==> src/rtl/circuito_sweep_ctrl.sv <==
// ---------------------------------------------------------------------------
// circuito_sweep_ctrl
//
// Exhaustive stimulus sequencer for the 9-input combinational block
// "circuito". It walks every input vector from 0 to 2^N_IN-1 and holds each
// one for SETTLE cycles so the block's output can settle. It then samples X
// for one cycle and accumulates:
//   - the number of vectors that gave X=1,
//   - the lowest vector that gave X=1,
//   - optionally, a MISR signature of the X stream.
//
// Optional feature macro: CIRCUITO_SWEEP_MISR_EN
//   When defined, sig_out carries a 16-bit MISR with polynomial
//   x^16+x^15+x^13+x^4+1. It is seeded with all ones when a sweep starts and
//   updated on every sample. When undefined, the MISR is absent and sig_out
//   is tied to zero.
//
// Parameters
//   N_IN    number of circuito inputs (vec_out[N_IN-1] = A ... vec_out[0] = I)
//   SETTLE  cycles each vector is held before sampling (>= 1)
//   SIG_W   MISR width (used only with CIRCUITO_SWEEP_MISR_EN; needs >= 16)
//
// Ports
//   clk            in   1        system clock, rising edge
//   rst_n          in   1        asynchronous active-low reset
//   start          in   1        start pulse, accepted only in IDLE or DONE
//   abort          in   1        terminates a sweep in progress; beats start
//   x_in           in   1        X output of circuito
//   vec_out        out  N_IN     registered drive to circuito {A..I}
//   busy           out  1        sweep in progress (SETTLE/SAMPLE)
//   done           out  1        sweep completed, held until the next start
//   ones_cnt       out  N_IN+1   count of sampled vectors with X=1
//   first_hit_vld  out  1        some vector with X=1 has been seen
//   first_hit_vec  out  N_IN     lowest vector with X=1
//   sig_out        out  SIG_W    MISR signature (zero when MISR absent)
// ---------------------------------------------------------------------------
module circuito_sweep_ctrl #(
    parameter int N_IN   = 9,
    parameter int SETTLE = 2,
    parameter int SIG_W  = 16
) (
    input  logic              clk,
    input  logic              rst_n,
    input  logic              start,
    input  logic              abort,
    input  logic              x_in,
    output logic [N_IN-1:0]   vec_out,
    output logic              busy,
    output logic              done,
    output logic [N_IN:0]     ones_cnt,
    output logic              first_hit_vld,
    output logic [N_IN-1:0]   first_hit_vec,
    output logic [SIG_W-1:0]  sig_out
);

    localparam int CNT_W = (SETTLE > 1) ? $clog2(SETTLE) : 1;

    localparam logic [CNT_W-1:0] CNT_ZERO  = CNT_W'(0);
    localparam logic [CNT_W-1:0] CNT_ONE   = CNT_W'(1);
    localparam logic [CNT_W-1:0] SET_LAST  = CNT_W'(SETTLE - 1);
    localparam logic [N_IN-1:0]  VEC_ZERO  = {N_IN{1'b0}};
    localparam logic [N_IN-1:0]  VEC_ONE   = N_IN'(1);
    localparam logic [N_IN-1:0]  VEC_LAST  = {N_IN{1'b1}};
    localparam logic [N_IN:0]    ONES_ZERO = {(N_IN+1){1'b0}};
    localparam logic [N_IN:0]    ONES_ONE  = (N_IN+1)'(1);

    typedef enum logic [1:0] {
        ST_IDLE   = 2'd0,
        ST_SETTLE = 2'd1,
        ST_SAMPLE = 2'd2,
        ST_DONE   = 2'd3
    } state_t;

    state_t            state_r, state_s;
    logic [N_IN-1:0]   vec_r, vec_s;
    logic [CNT_W-1:0]  set_cnt_r, set_cnt_s;
    logic              busy_r, busy_s;
    logic              done_r, done_s;
    logic [N_IN:0]     ones_cnt_r, ones_cnt_s;
    logic              first_hit_vld_r, first_hit_vld_s;
    logic [N_IN-1:0]   first_hit_vec_r, first_hit_vec_s;

`ifdef CIRCUITO_SWEEP_MISR_EN
    localparam logic [SIG_W-1:0] SIG_SEED = {SIG_W{1'b1}};

    logic [SIG_W-1:0]  sig_r, sig_s;

    // Feedback taps of x^16+x^15+x^13+x^4+1, folded with the sampled X.
    function automatic logic misr_fb(input logic [SIG_W-1:0] sig, input logic x);
        return sig[15] ^ sig[14] ^ sig[12] ^ sig[3] ^ x;
    endfunction

    function automatic logic [SIG_W-1:0] misr_next(input logic [SIG_W-1:0] sig, input logic x);
        return {sig[SIG_W-2:0], misr_fb(sig, x)};
    endfunction
`endif

    // Next-state and next-value logic for the sequencer and its accumulators.
    always_comb begin
        state_s         = state_r;
        vec_s           = vec_r;
        set_cnt_s       = set_cnt_r;
        ones_cnt_s      = ones_cnt_r;
        first_hit_vld_s = first_hit_vld_r;
        first_hit_vec_s = first_hit_vec_r;
`ifdef CIRCUITO_SWEEP_MISR_EN
        sig_s           = sig_r;
`endif
        busy_s          = 1'b0;
        done_s          = 1'b0;

        case (state_r)
            ST_IDLE, ST_DONE: begin
                // abort suppresses a same-cycle start
                if (start && !abort) begin
                    state_s         = ST_SETTLE;
                    vec_s           = VEC_ZERO;
                    set_cnt_s       = CNT_ZERO;
                    ones_cnt_s      = ONES_ZERO;
                    first_hit_vld_s = 1'b0;
                    first_hit_vec_s = VEC_ZERO;
`ifdef CIRCUITO_SWEEP_MISR_EN
                    sig_s           = SIG_SEED;
`endif
                end else begin
                    state_s = state_r;
                end
            end

            ST_SETTLE: begin
                if (abort) begin
                    state_s   = ST_IDLE;
                    vec_s     = VEC_ZERO;
                    set_cnt_s = CNT_ZERO;
                end else if (set_cnt_r == SET_LAST) begin
                    state_s   = ST_SAMPLE;
                    set_cnt_s = CNT_ZERO;
                end else begin
                    set_cnt_s = set_cnt_r + CNT_ONE;
                end
            end

            ST_SAMPLE: begin
                // An abort here discards this vector's sample entirely.
                if (abort) begin
                    state_s   = ST_IDLE;
                    vec_s     = VEC_ZERO;
                    set_cnt_s = CNT_ZERO;
                end else begin
                    if (x_in) begin
                        ones_cnt_s = ones_cnt_r + ONES_ONE;
                        if (!first_hit_vld_r) begin
                            first_hit_vld_s = 1'b1;
                            first_hit_vec_s = vec_r;
                        end else begin
                            first_hit_vld_s = first_hit_vld_r;
                        end
                    end else begin
                        ones_cnt_s = ones_cnt_r;
                    end
`ifdef CIRCUITO_SWEEP_MISR_EN
                    sig_s = misr_next(sig_r, x_in);
`endif
                    // The terminal vector ends the sweep; vec never wraps.
                    if (vec_r == VEC_LAST) begin
                        state_s = ST_DONE;
                    end else begin
                        state_s   = ST_SETTLE;
                        vec_s     = vec_r + VEC_ONE;
                        set_cnt_s = CNT_ZERO;
                    end
                end
            end

            default: begin
                state_s   = ST_IDLE;
                vec_s     = VEC_ZERO;
                set_cnt_s = CNT_ZERO;
            end
        endcase

        // Status flags are derived from the next state so they stay registered
        // yet line up with the state they describe.
        busy_s = (state_s == ST_SETTLE) || (state_s == ST_SAMPLE);
        done_s = (state_s == ST_DONE);
    end

    // State and accumulator registers with asynchronous clear.
    always_ff @(posedge clk or negedge rst_n) begin
        if (!rst_n) begin
            state_r         <= ST_IDLE;
            vec_r           <= VEC_ZERO;
            set_cnt_r       <= CNT_ZERO;
            busy_r          <= 1'b0;
            done_r          <= 1'b0;
            ones_cnt_r      <= ONES_ZERO;
            first_hit_vld_r <= 1'b0;
            first_hit_vec_r <= VEC_ZERO;
        end else begin
            state_r         <= state_s;
            vec_r           <= vec_s;
            set_cnt_r       <= set_cnt_s;
            busy_r          <= busy_s;
            done_r          <= done_s;
            ones_cnt_r      <= ones_cnt_s;
            first_hit_vld_r <= first_hit_vld_s;
            first_hit_vec_r <= first_hit_vec_s;
        end
    end

`ifdef CIRCUITO_SWEEP_MISR_EN
    // Signature register, cleared to zero by reset and seeded on start.
    always_ff @(posedge clk or negedge rst_n) begin
        if (!rst_n) begin
            sig_r <= {SIG_W{1'b0}};
        end else begin
            sig_r <= sig_s;
        end
    end

    assign sig_out = sig_r;
`else
    assign sig_out = {SIG_W{1'b0}};
`endif

    assign vec_out       = vec_r;
    assign busy          = busy_r;
    assign done          = done_r;
    assign ones_cnt      = ones_cnt_r;
    assign first_hit_vld = first_hit_vld_r;
    assign first_hit_vec = first_hit_vec_r;

endmodule

==> config.mk <==
export PLATFORM = sky130hd
export DESIGN_NAME = circuito_sweep_ctrl
export DESIGN_NICKNAME = d
export VERILOG_FILES = /design/src/rtl/circuito_sweep_ctrl.sv
export SDC_FILE = /design/constraint.sdc
export NUM_CORES = 1
export LEC_CHECK = 0
export ABC_CLOCK_PERIOD_IN_PS = 6550
export CAP_MARGIN = 15
export CELL_PAD_IN_SITES_DETAIL_PLACEMENT = 1
export CELL_PAD_IN_SITES_GLOBAL_PLACEMENT = 2
export CORE_MARGIN = 10
export CORE_UTILIZATION = 30
export CTS_BUF_LIST = sky130_fd_sc_hd__clkbuf_4 sky130_fd_sc_hd__clkbuf_8 sky130_fd_sc_hd__clkbuf_16
export CTS_CLUSTER_DIAMETER = 40
export DETAILED_ROUTE_END_ITERATION = 7
export DONT_BUFFER_PORTS = 1
export PLACE_DENSITY_LB_ADDON = 0.1
export SLEW_MARGIN = 15
export SYNTH_ARGS = -nofsm -noshare
export SYNTH_HDL_FRONTEND = slang
export SYNTH_SLANG_ARGS = --single-unit
==> constraint.sdc <==
create_clock -name clk -period 6.55 [get_ports clk]
set_clock_uncertainty 0.05 [all_clocks]
set_input_delay 1.31 -clock clk [delete_from_list [all_inputs] [get_ports clk]]
set_output_delay 1.31 -clock clk [all_outputs]
set_load 0.05 [all_outputs]
* After elaboration in Yosys (flattened, before gate mapping)
Cells that the tools add are included. W data, S select, Z words.
Storage, ports and cells: memory bits (writable) 0, ROM bits 0, memories kept 0, register bits 34, bits in latches 0, bits of input ports 5, word-level logic and storage cells 62, output and inout bits 47
Operators by class: muxes and demuxes 28, add/sub/neg operators 3, reductions and logical operators 10, div/mod/pow operators 0, bitwise gates (word level) 0, eq/ne operators 13, shifts and indexed selects 0, $lt $le $gt $ge 0, multipliers 0
Operators with widths (number):
- $mux W9 | 7
- $mux W10 | 3
- $pmux W9 S3 | 1
- $pmux W10 S2 | 1
- $pmux W9 S2 | 1
- $add A10 B1 Y10 const B | 1
- $mux W2 | 5
- $ne A2 B2 Y1 const B | 5
- $add A9 B1 Y9 const B | 1
- $eq A9 B9 Y1 const B | 1
- $eq A2 B2 Y1 const B | 4
- $mux W1 | 7
- $pmux W2 S3 | 1
- $reduce_and A5 Y1 | 1
- $eq A2 B1 Y1 const B | 2
- $reduce_and A4 Y1 | 1
- $ne A3 B3 Y1 const B | 1
- $pmux W1 S3 | 1
- $reduce_and A3 Y1 | 1
- $logic_not A2 Y1 | 1
- $pmux W1 S2 | 1
- $reduce_and A2 Y1 | 1
- $reduce_bool A2 Y1 | 1
- $reduce_or A2 Y1 | 1
- 4 further kinds | 4

* Longest topological paths before layout
depth after elaboration 6, depth in mapped cells 9, depth with buffers taken out 8

* Least setup slack after synthesis
No wires, ideal clock.
path kind reg-to-reg, start register vec_r[0], in the netlist vec_out[0], end register vec_r[4], in the netlist vec_out[4], cell stages (with the launch flop) 9, data required time 6432 ps, path slack 3907 ps, arrival 2525 ps, clock period less this slack 2643 ps, path buffers 1, path through dfrtp_1 ha_1 and3_1 and3_1 ha_1 or4_1 buf_2 or3b_1 nand2_1
On the way: longest elaborated chain between the ends 4, elaborated cells between the ends (all ways) 7, those cells by class add/sub (1); eq/ne (2); mux (3); reduce/logical (1)
Ends and longest elaborated chain:
- from (decl) | line 75 | logic [N_IN-1:0] vec_r, vec_s;
- from (signal assigned) | line 201 | vec_r <= vec_s;
- $add A9 B1 Y9 | line 169 | vec_s = vec_r + VEC_ONE;
- $mux W9 | line 165 | if (vec_r == VEC_LAST) begin
- $mux W9 | line 145 | if (abort) begin
- $pmux W9 S3 | line 112 | case (state_r)
Parallel ways exist; a longest one is shown, timed or not. The select of a mux whose other input is x is not followed. A chain may end at the register's enable or synchronous reset.

* Worst setup path in the final report
Ends and elaborated chain as after synthesis.

==> results by stage <==
Status:
- The run finished with clean final reports.

Final layout:
- The area of all placed cells without fillers is around 2000 sq um.
- Once layout is complete, the utilization of the core stands at 0.332.
- The sequential cell area in the final layout is 851 sq um.
- The layout filler cell count is 724.
- Leaving out filler cells and counting taps, the final layout contains between 200 and 300.
- The total number of nets in the final design is between 200 and 250.
- Compared with the post-synthesis result, the final layout area differs by 6.76%.
- The repair_antennas step left the layout with diodes totalling 0.
- The ratio of cells with drive above 1 in the final layout is 0.0534.
- The area of the multi-input gates is 861 sq um.

STA:
- The highest attainable clock frequency is 345 MHz.
- The final critical path time including I/O delays and setup is 2900 ps.
- Setup repair after global routing left no endpoint under its margin.
- The slew at the pin with the worst max-slew slack is 781 ps.
- The worst-case headroom to the max-slew limit is 0.479.
- The final critical-path setup slack is 3650 ps.
- In the finished design, the share of the clock period the worst path needs comes to 0.442.
- The number of endpoints with negative hold slack in the final report is 0.
- After routing, the total negative slack on setup checks comes to 0 ps.
- The final hold slack is 540 ps.
- Setup violations remaining at the end of the flow were counted as 0.
- The total count of max-transition violations in the final report was 0.

Synthesis:
- The mapped netlist covers ~1900 sq um.
- Synthesis instantiated 40 different standard cells from the library.
- Of all flip-flops after synthesis, the portion carrying an async set or reset was 1.00.
- The xor and xnor fraction of the mapped netlist area is 0.
- The multiplexer fraction of the synthesized cell area is 0.0169.
- A synthesized cell averages 8.95 sq um.
- Sorting the synthesized cells by area gives the leading types as sky130_fd_sc_hd__dfrtp_1 46%, sky130_fd_sc_hd__nand2_1 8.3%, sky130_fd_sc_hd__o21ai_0 6.5%.
- The prevailing post-synth register cell is sky130_fd_sc_hd__dfrtp_1.
- Of the total synthesized cell area, the portion taken by full adders, half adders and majority gates is 0.0405.
- Counting every instance in the synthesized netlist gives 207.
- The share of the synthesized area in the top cell type is 0.459.
- The share of the synthesized area in compound gates (AO/OA/AOI/OAI) is 0.144.
- The fraction of the yosys area taken by sequential cells is 0.459.
- The combinational family with the most area after synthesis is simple AND/OR/NAND/NOR gates.
- In this run, synthesis inferred 0 flip-flops with an integrated enable.
- sky130_fd_sc_hd__dfrtp_1 takes more of the synthesized area than any other cell.
- Synthesis inferred 34 register bits.
- Of the total synthesized cell area, the portion taken by AND, OR, NAND and NOR gates is 0.231.
- The number of synthesis warnings is 0.

Route:
- The length of the first detailed-routing pass in iterations is 4.
- The number of violations reported at the end of detailed-routing iteration 0 is 39.
- The count of nets left with antenna violations after detail routing is 0.
- Summing over every cut layer, the via total after detailed routing is between 1,000 and 1,500.
- The number of vias per cell after detailed routing is 4.92.
- The average wire length per cell after detail routing is approximately 17 um.
- The DRC violation count after routing is 0.
- The routed wire length is a little under 5000 um.

Critical path:
- The critical path launch point type is a flop.
- The terminus of the critical flop-to-flop path is vec_out[4].
- The critical setup path kind is flop to flop.
- STA classifies the critical path endpoint as a flop.
- The register-to-register setup slack is approximately 3700 ps.
- The data arrival time of the worst path is 3080 ps.
- The launch point of the worst reg-to-reg path is vec_out[0].
- The maximum fanout along the worst path is 7.
- Data on the critical path is required at its endpoint by 6730 ps.
- The number of cell instances on the worst register-to-register path is 7.

Job:
- Max-cap violations in this run came to 0.

Pwr:
- Of the total power, the share spent switching nets is 0.343.
- Of the total power, combinational logic draws 0.206.
- For this design the static power due to leakage is slightly above 0.9 nW.
- The largest vdd supply drop is 0.125 mV.
- The portion of total power attributed to the clock network is 0.383.
- The share of total power dissipated in sequential elements is 0.411.
- The post-layout total power is ~620 uW.
- The power density over the cells is 315 nW/um^2.
- Internal power comes to 410 uW.
- The switching power summed over all nets is around 210 uW.

Die:
- For this configuration, the core starts out at a cell density of 0.311.
- The core area is 5960 sq um.
- 52 I/O pins were placed.
- The floorplan die width is 98.6 um.
- The die footprint is approximately 9700 sq um.
- The die boundary height is 98.6 um.
- The placement row count is 28.

GRT:
- Global routing finished with a remaining overflow of 0.
- The via count of the first global-routing pass was 1,435.
- The wire length of the first global-routing pass is 8140 um.
- Entering global routing, the biggest net connects 35 pins.
- Across every metal layer, demand over resource in global routing totals 0.104.
- The number of antenna violations at the first check in global routing is 0.

Place:
- Detailed placement ended at an HPWL of 3670 um.
- The cell area reported after detailed placement is 1840 sq um.
- The final weighted congestion in routability-driven placement is 0.797.
- Including well taps, the total number of placed cells is approximately 270.
- In this run the tool buffered the top-level ports with 0 buffer cells.
- The pre-CTS worst setup slack is 3680 ps.

CTS:
- The number of hold buffers added after CTS was 0.
- The maximum buffer depth of the clock tree is 2.
- The buffer cell driving the clock tree root is sky130_fd_sc_hd__clkbuf_8.
- The clock transition at the registers of the reported paths is 80 ps.
- The number of sinks driven by the clock tree is 34.
- TritonCTS created 5 clock buffers.
- The insertion delay of the later-clocked pin in the worst-skew pair is between 200 and 300 ps.
- Once the clock tree was built, the setup fixing pass inserted 0 buffers.
- The post-cts gate resize count is 0.
- The number of H-tree levels is 2.
- TritonCTS built the clock tree.

Worst hold path:
- The startpoint identified for the worst hold timing path is set_cnt_r.
- Counting instances, the worst hold path has a depth of 2.
- The worst hold endpoint is set_cnt_r.
- The worst hold path class is flop to flop.
-- registers in the layout (all words and copies together) (netlist names) --
register	flops
busy	1
done	1
first_hit_vec	9
first_hit_vld	1
ones_cnt	10
set_cnt_r	1
state_r	2
vec_out	9
-- cells by family after synthesis --
group,after synthesis
compound gates,45
fa+ha+maj,6
mux,3
flops,34
buf+inv,33
other cells,1
simple gates,85
-- cell usage after synthesis (2+ instances only) --
cell and n:
sky130_fd_sc_hd__a211o_1 2, sky130_fd_sc_hd__a21oi_1 6, sky130_fd_sc_hd__and3_1 6, sky130_fd_sc_hd__buf_2 3
sky130_fd_sc_hd__buf_4 16, sky130_fd_sc_hd__clkbuf_1 3, sky130_fd_sc_hd__dfrtp_1 34, sky130_fd_sc_hd__ha_1 6
sky130_fd_sc_hd__inv_1 9, sky130_fd_sc_hd__mux2i_1 2, sky130_fd_sc_hd__nand2_1 41, sky130_fd_sc_hd__nand2b_1 3
sky130_fd_sc_hd__nand3_1 13, sky130_fd_sc_hd__nor2_1 5, sky130_fd_sc_hd__nor2b_1 2, sky130_fd_sc_hd__o21ai_0 24
sky130_fd_sc_hd__o22ai_1 2, sky130_fd_sc_hd__o31ai_1 4, sky130_fd_sc_hd__or3_1 4, sky130_fd_sc_hd__or4_1 2
-- placed cells by master (no fill, tap or decap), drive strengths merged, types with 2 or more instances in the layout --
cell,n
o31ai,4
a21oi,6
or3,4
and3,6
conb,16
nor2,5
clkbuf,5
or4,2
nand3,13
mux2i,2
inv,9
o21ai,25
a211o,2
bufinv,2
ha,6
dfrtp,34
o22ai,2
nand2,41
nand2b,4
nor2b,3
-- cell type report --
type | count | share of cell area
multi-input combinational | 155 | 0.435
sequential | 34 | 0.430
inverter | 9 | 0.0171
tap | 75 | 0.0475
clock buffer | 5 | 0.0348
clock inverter | 3 | 0.0348
-- per-layer routing --
metal | vias to the layer above | GRT usage | part of all wire
met2 | 27 | 0.164 | 0.46
met1 | 670 | 0.122 | 0.45
li1 | 680 | - | -
met5 | - | 0 | 0
met4 | 0 | 0.0298 | 0.011
met3 | 5 | 0.0482 | 0.080
-- critical path: stages, from the launching register on --
cell and delay (ps):
sky130_fd_sc_hd__dfrtp_1 620, sky130_fd_sc_hd__ha_1 360, sky130_fd_sc_hd__and3_1 230, sky130_fd_sc_hd__and3_1 180
sky130_fd_sc_hd__ha_1 210, sky130_fd_sc_hd__or4_1 670, sky130_fd_sc_hd__or3b_1 430, sky130_fd_sc_hd__nand2_1 70
-- power by group through the flow --
stage	Clock (mW)	Combinational (mW)	Sequential (mW)
finish	0.239	0.128	0.256
global route	0.259	0.149	0.259
CTS	0.245	0.128	0.257
detailed placement	0	0.128	0.261
global placement	0	0.124	0.260
floorplan	0	0.115	0.257
-- worst max-delay path by stage --
stage          startpoint  depth (start not counted)    endpoint
6_report       vec_out[0]                          7  vec_out[4]
5_1_grt        vec_out[0]                          8  vec_out[6]
4_1_cts        vec_out[0]                          7  vec_out[4]
3_5_place_dp   vec_out[0]                          7  vec_out[4]
3_3_place_gp   vec_out[0]                          7  vec_out[4]
2_1_floorplan  vec_out[0]                          8  vec_out[4]
No activity file was read; power rests on OpenSTA's default activity.
